$ cat src/rtl/minterm_lut_gate.sv
// rtl/minterm_lut_gate.sv - runtime-programmable sum-of-minterms evaluator with AND gate
// Optional hit counter enabled by macro MINTERM_LUT_HITCNT_EN.
module minterm_lut_gate #(
   parameter int                       N_IN       = 3,
   parameter logic [(1<<N_IN)-1:0]     RESET_MASK = 8'hD5
) (
   input  logic            clk,
   input  logic            rst_n,
   input  logic            in_valid,
   input  logic [N_IN-1:0] in_vec,
   input  logic            in_gate,
   output logic            out_valid,
   output logic            out_f,
   output logic            out_g,
   input  logic            cfg_start,
   input  logic            cfg_valid,
   input  logic            cfg_bit,
   output logic            cfg_busy,
   output logic            cfg_done,
   output logic [15:0]     hit_cnt
);

   localparam int MW = 1 << N_IN;
   localparam int CW = N_IN + 1;

   typedef enum logic [1:0] {IDLE, LOAD, COMMIT} state_t;

   state_t          state_q, state_d;
   logic [MW-1:0]   mask_q, mask_d;
   logic [MW-1:0]   shadow_q, shadow_d;
   logic [CW-1:0]   cnt_q, cnt_d;
   logic            out_valid_q, out_valid_d;
   logic            out_f_q, out_f_d;
   logic            out_g_q, out_g_d;

   always_comb begin
      state_d  = state_q;
      mask_d   = mask_q;
      shadow_d = shadow_q;
      cnt_d    = cnt_q;
      case (state_q)
         IDLE: begin
            if (cfg_start) begin
               state_d = LOAD;
               cnt_d   = '0;
            end
         end
         LOAD: begin
            if (cfg_valid) begin
               shadow_d = {shadow_q[MW-2:0], cfg_bit};
               cnt_d    = cnt_q + CW'(1);
               if (cnt_q == CW'(MW - 1)) begin
                  state_d = COMMIT;
               end
            end
         end
         COMMIT: begin
            // Whole-mask swap in one edge keeps every evaluation on a single mask.
            mask_d  = shadow_q;
            state_d = IDLE;
         end
         default: state_d = IDLE;
      endcase
   end

   always_comb begin
      out_valid_d = in_valid;
      out_f_d     = out_f_q;
      out_g_d     = out_g_q;
      if (in_valid) begin
         out_f_d = mask_q[in_vec];
         out_g_d = mask_q[in_vec] & in_gate;
      end
   end

   always_ff @(posedge clk or negedge rst_n) begin
      if (!rst_n) begin
         state_q     <= IDLE;
         mask_q      <= RESET_MASK;
         shadow_q    <= '0;
         cnt_q       <= '0;
         out_valid_q <= 1'b0;
         out_f_q     <= 1'b0;
         out_g_q     <= 1'b0;
      end else begin
         state_q     <= state_d;
         mask_q      <= mask_d;
         shadow_q    <= shadow_d;
         cnt_q       <= cnt_d;
         out_valid_q <= out_valid_d;
         out_f_q     <= out_f_d;
         out_g_q     <= out_g_d;
      end
   end

   assign out_valid = out_valid_q;
   assign out_f     = out_f_q;
   assign out_g     = out_g_q;
   assign cfg_busy  = (state_q != IDLE);
   assign cfg_done  = (state_q == COMMIT);

`ifdef MINTERM_LUT_HITCNT_EN
   logic [15:0] hit_q, hit_d;

   always_comb begin
      hit_d = hit_q;
      if (out_valid_q && out_f_q && (hit_q != 16'hFFFF)) begin
         hit_d = hit_q + 16'd1;
      end
   end

   always_ff @(posedge clk or negedge rst_n) begin
      if (!rst_n) begin
         hit_q <= 16'h0000;
      end else begin
         hit_q <= hit_d;
      end
   end

   assign hit_cnt = hit_q;
`else
   assign hit_cnt = 16'h0000;
`endif

endmodule

$ cat config.mk
export PLATFORM = sky130hd
export DESIGN_NAME = minterm_lut_gate
export DESIGN_NICKNAME = d
export VERILOG_FILES = /design/src/rtl/minterm_lut_gate.sv
export SDC_FILE = /design/constraint.sdc
export NUM_CORES = 1
export LEC_CHECK = 0
export ABC_AREA = 0
export BUFFER_PORTS_ARGS = -buffer_cell sky130_fd_sc_hd__buf_2
export CORE_UTILIZATION = 38
export DETAILED_ROUTE_END_ITERATION = 10
export PLACE_DENSITY = 0.6
export RECOVER_POWER = 25
export SETUP_SLACK_MARGIN = 0.15
export SYNTH_ARGS = -nofsm -noshare
export SYNTH_HDL_FRONTEND = slang
export SYNTH_SLANG_ARGS = --single-unit
$ cat constraint.sdc
create_clock -name clk -period 1.65 [get_ports clk]
set_input_delay 0.2475 -clock clk [delete_from_list [all_inputs] [get_ports clk]]
set_output_delay 0.2475 -clock clk [all_outputs]
set_load 0.05 [all_outputs]
==> results of run 1 <==
==> state kept, by name, summed over array words and instances (netlist names) <==
signal,count
state_q,2
shadow_q,8
cnt_q,4
out_f,1
mask_q,8
out_valid,1
out_g,1
==> critical path, delay by kind of cell, from the launching register on <==
| kind | cells | cell delay (ns) |
|---|---|---|
| flops | 1 | 0.45 |
| simple gates | 1 | 0.14 |
| buf+inv | 2 | 0.29 |
==> stage by stage <==
step | cell area, um^2 | power, mW | hold slack (ns) | utilization, %
2_1_floorplan | 1270 | 1.61 | -0.0481 | -
3_3_place_gp | 1260 | 1.70 | 0.253 | 41.5
3_5_place_dp | 1260 | 1.73 | 0.263 | 41.5
4_1_cts | 1330 | 2.03 | 0.0746 | 43.9
5_1_grt | 1360 | 2.17 | 0.0861 | 45.0
6_report | 1360 | 2.02 | 0.106 | 45.0
==> path summary, 6_finish.rpt <==
kind | start | endpoint | slack (ns) | depth (start not counted)
setup / recovery | state_q[0] | cfg_done | 0.20 | 3
hold / removal | in_valid | out_valid | 0.11 | 1
setup reg to reg | cnt_q[0] | cnt_q[2] | 0.27 | 4
hold reg to reg | mask_q[3] | mask_q[3] | 0.52 | 1
max in group asynchronous | rst_n | state_q[0] | 0.77 | 2
min in group asynchronous | rst_n | mask_q[1] | 0.46 | 2
==> placed cells by master, fill, tap and decap left out, types with 2 or more instances in the layout <==
master	instances
dfrtp_1	19
mux2_2	17
conb_1	16
buf_2	10
buf_4	8
mux2i_1	5
dfstp_2	5
inv_1	4
a22o_1	4
nand2_1	3
clkbuf_4	3
nor2b_1	2
nor2_1	2
and3_1	2
buf_6	2
==> layer usage <==
metal	global-route usage [%]	share of wire, %	vias to the layer above	wire, um
met5	0	0	-	0
met4	9.18	1.6	0	29
met3	1.32	3.1	2	57
met2	20.7	52	20	946
met1	13.0	43	357	787
li1	-	-	339	-
==> repair_timing <==
item,CTS,global route
setup endpoints to repair,1,10
pin swaps,0,0
hold buffers,1,0
setup buffers,3,4
gates resized for setup,4,4
endpoints found under the hold margin,20,0
==> layout make-up <==
class,count,area share [%]
clock buffers,3,1.65
clock inverters,1,0.367
inverters,4,1.10
multi-input cells,62,35.3
flip-flops and latches,25,46.4
well taps,44,4.04
repair buffers,23,11.1
==> power groups by stage <==
stage / Combinational, mW / Clock (mW) / Sequential [mW]
floorplan: 0.562 / 0 / 1.05
global placement: 0.651 / 0 / 1.05
detailed placement: 0.666 / 0 / 1.06
CTS: 0.712 / 0.281 / 1.04
global route: 0.791 / 0.298 / 1.08
finish: 0.714 / 0.262 / 1.04
==> cells by family (layout without fill, tap and decap cells) <==
kind of cell / Yosys count / in the layout / share of synthesized area, %
other: 1 / 16 / 0.309
multiplexers: 24 / 24 / 22.7
AND/OR/NAND/NOR: 12 / 12 / 5.16
AO/OA/AOI/OAI: 9 / 9 / 5.57
buffers and inverters: 23 / 31 / 13.1
flip-flops: 25 / 25 / 52.1
adder cells (fa/ha/maj): 1 / 1 / 1.03
==> impl_metrics.toml, run 1 <==
[status]
outcome = "finished, final reports clean"

[timing]
rsz0062_at_grt = "yes"
drv_slew = 0
fin_crit_ns = 1.45
slew_headroom_pct = 59.7
fin_ws_ns = 0.203
fmax_ghz = 0.691
tightest_slew_ns = 0.604
skew_ns = 0.00140
tns_ns = 0
fin_crit_sh_pct = 87.7
hold_viol = 0
setup_viol = 0

[synth]
netlist.area_leader.share_pct = 41.3
ys_seq_area_share_pct = 52.1
yosys.area.top_type = "dfrtp_1"
ys_warn_count = 0
synth.most_common_cell = "dfrtp_1"
async_flop_share_pct = 100
synthTopCellsByArea = "dfrtp_1 (41%), mux2_2 (16%), dfstp_2 (11%), buf_4 (11%), mux2i_1 (4.1%)"
ys_ff_latch = 25
syn_avg_cell_area_um2 = 12.8
synth_common_cells = "dfrtp_1 (20), buf_4 (17), mux2_2 (17)"
syn_area_mm2 = 0.00121
synth_edf_count = 0
synthCells = 95
synth_ff_type = "dfrtp_1"
ys_types = 24

[power_and_ir_drop]
power.density_mw_per_mm2 = 1480
netSwitchingFraction_pct = 34.5
p_int_mw = 1.32
clkPwrFrac_pct = 13.0
power.switching_mw = 0.695
ir_worst_vdd_mv = 0.472
power.share.combinational_pct = 35.4
seq_power_share_pct = 51.6
p_leak_nw = 0.660

[grt]
grt_use_total_pct = 11.8
grt_pass1_vias = 722
grt-ovfl-total = 0
antenna_found_initial = 0
grt_max_degree = 26
grt_first_pass_wirelength_um = 2970

[die]
die_w_um = 58.5
start_util_pct = 40.0
die_area_mm2 = 0.00342
row_count = 20
ioPinCount = 31
design.core.area_mm2 = 0.00303
die_y_um = 58.5

[drt]
drc_errors = 0
drt_first_pass_iters = 3
routed-via-count = 718
final_antenna_net_count = 0
wirelength_um = 1820
post_drt_wl_per_cell_um = 11.2
drt_iter0_markers = 11
vias_per_cell = 4.43

[final_layout]
seq_area_um2 = 633
n_antenna_cell = 0
layout-drive-gt1-share_pct = 43.2
fin_cells = 162
multi_input_area_um2 = 482
fin_nets = 130
fillers = 308
area_delta_synth_final_pct = 12.5

[clock_network]
cts_htree_levels = 1
numCtsBuffers = 3
cts_root_buf = "clkbuf_4"
clock_latency_ns = 0.31
clock_path_buffers = 2
clk_pin_slew_worst_paths_ns = 0.13
cts_tree = "done"
cts.sinks = 25

[setup_path]
critPathKind = "reg -> out"
worstSetupEndpointType = "primary output"
start_kind = "register"
cp_slowest_stage_delay_ns = 0.45
path_max_fanout = 6
critical-path-slowest-cell = "dfrtp_2"
path_cells = "nor2b_1, buf_6, buf_6"
worstPathRequired_ns = 1.40
cpMostUsedCell = "buf_6"
cp.arrival_ns = 1.20

[placement]
portBuffers = 14
dp_hpwl_um = 1340
dp_cells = 150
preCtsSetupSlack_ns = 0.222
gp_congestion = 0.748

[job]
cap_violations = 0

[worst_hold_path]
min_path_type = "in -> reg"
Note: power is estimated with default switching activity, not from simulation.
==> run 2: changes to the inputs <==
--- a/config.mk
+++ b/config.mk
@@ -6,7 +6,9 @@
 export NUM_CORES = 1
 export LEC_CHECK = 0
 export ABC_AREA = 0
+export ABC_CLOCK_PERIOD_IN_PS = 1650
 export BUFFER_PORTS_ARGS = -buffer_cell sky130_fd_sc_hd__buf_2
+export CORE_ASPECT_RATIO = 0.6
 export CORE_UTILIZATION = 38
 export DETAILED_ROUTE_END_ITERATION = 10
 export PLACE_DENSITY = 0.6
==> run 2 against run 1 <==
Against the previous run: wire length is 3.8% lower; combinational power is 6.0% lower; via count fell by 6.1%; largest power group unchanged; global-route usage increased by 0.37 points; final cell count is 5.6% lower; first-iteration DRC count rose by 9.1%; core utilization decreased by 0.29 points.
==> impl_metrics.toml, run 2 (synthesized netlist as in run 1, its figures left out) <==
[timing]
fmax_ghz = 0.682
slew_headroom_pct = 60.2
setup_viol = 0
holdWs_ns = 0.144
drv_slew = 0
tightest_slew_ns = 0.597
rsz0062_at_grt = "yes"
hold_viol = 0
fin_crit_sh_pct = 88.8
tns_ns = 0
skew_ns = 0.00560
fin_crit_ns = 1.47

[grt]
grt_use_total_pct = 12.2
grt-ovfl-total = 0
grt_max_degree = 26
antenna_found_initial = 0
grt_first_pass_wirelength_um = 2870
grt_pass1_vias = 611

[status]
outcome = "finished, final reports clean"

[setup_path]
worstSetupEndpointType = "primary output"
path_max_fanout = 9
critPathKind = "reg -> out"
worstPathRequired_ns = 1.40
cp.arrival_ns = 1.22
start_kind = "register"

[final_layout]
fillers = 293
fin_nets = 123
area_delta_synth_final_pct = 8.77
reg.largest.list = "mask_q x8, shadow_q x8, cnt_q x4"
n_antenna_cell = 0
final_common_cell = "dfrtp_1"
finalInstanceArea_mm2 = 0.00132
layout-drive-gt1-share_pct = 38.7
layout_common_cells = "dfrtp_1 (19), mux2_2 (17), conb_1 (16)"

[die]
die_y_um = 45.8
start_util_pct = 41.1
ioPinCount = 31
design.core.area_mm2 = 0.00295
die_area_mm2 = 0.00343
die_w_um = 74.9
row_count = 15

[drt]
vias_per_cell = 4.41
drt_first_pass_iters = 4
wirelength_um = 1750
drt_iter0_markers = 12
drc_errors = 0
final_antenna_net_count = 0
post_drt_wl_per_cell_um = 11.5
routed-via-count = 674

[power_and_ir_drop]
p_leak_nw = 0.630
p_int_mw = 1.37
power.switching_mw = 0.705
power.density_mw_per_mm2 = 1570
seq_power_share_pct = 50.5
ir_worst_vdd_mv = 0.678
netSwitchingFraction_pct = 34.0
power.share.combinational_pct = 32.4
clkPwrFrac_pct = 17.1
p_total_mw = 2.07

[placement]
dp_hpwl_um = 1300
place_area_mm2 = 0.00125
gp_congestion = 0.764
portBuffers = 14

[clock_network]
cts_setup_buffers = 0
clk_pin_slew_worst_paths_ns = 0.09
cts_root_buf = "clkbuf_8"
cts_htree_levels = 1
cts_tree = "done"
numCtsBuffers = 3
clock_latency_ns = 0.27
cts.sinks = 25
clock_path_buffers = 2

[job]
cap_violations = 0

[worst_hold_path]
min_path_type = "in -> reg"
==> run 2: cell count changes in the layout (fill, tap and decap cells not counted), sizes merged <==
cell	previous run	this run
buf	20	13
==> run 2: area by class of cell <==
cell class | instances | area, um^2 | share of cell area (%)
sequential | 25 | 633 | 48.0
multi-input combinational | 62 | 479 | 36.3
timing repair buffer | 16 | 92.6 | 7.02
tap | 42 | 52.6 | 3.98
clock buffer | 3 | 41.3 | 3.13
inverter | 4 | 15.0 | 1.14
clock inverter | 1 | 5.00 | 0.380
==> run 2: critical path: stages, from the launching register on <==
cell     delay, ns
dfrtp_1       0.43
nor2b_1       0.16
buf_4         0.19
buf_6         0.17
==> run 2: path summary, 6_finish.rpt <==
kind,from,endpoint,slack (ns),cells after the start
max,state_q[1],cfg_done,0.18,3
min,in_valid,out_valid,0.14,1
max reg2reg,cnt_q[0],cnt_q[2],0.27,4
min reg2reg,mask_q[1],mask_q[1],0.51,1
max in group asynchronous,rst_n,state_q[0],0.71,2
min in group asynchronous,rst_n,shadow_q[5],0.51,2
==> run 2: timing repair <==
item,4_1_cts,5_1_grt
gates resized for setup,2,2
setup endpoints to repair,1,9
endpoints found under the hold margin,20,0
hold buffers,1,0
==> run 2: power by group through the flow <==
| stage | Clock [mW] | Combinational (mW) | Sequential (mW) |
|---|---|---|---|
| after floorplan | 0 | 0.562 | 1.05 |
| after global placement | 0 | 0.659 | 1.05 |
| after detailed placement | 0 | 0.671 | 1.06 |
| after CTS | 0.377 | 0.679 | 1.05 |
| after global routing | 0.402 | 0.744 | 1.08 |
| final | 0.354 | 0.671 | 1.05 |
==> run 2: metal layers <==
layer / vias up / wire length [um] / GRT usage, %
li1: 326 / - / -
met1: 322 / 906 / 17.0
met2: 21 / 701 / 16.4
met3: 5 / 124 / 5.53
met4: 0 / 21 / 4.53
met5: - / 0 / 0
==> run 2: through the flow <==
| step | utilization (%) | setup WS (ns) | cells |
|---|---|---|---|
| floorplan | - | 0.290 | 110 |
| global placement | 42.6 | 0.253 | 148 |
| detailed placement | 42.6 | 0.218 | 148 |
| CTS | 44.7 | 0.160 | 153 |
| global route | 44.8 | 0.126 | 153 |
| finish | 44.8 | 0.185 | 153 |
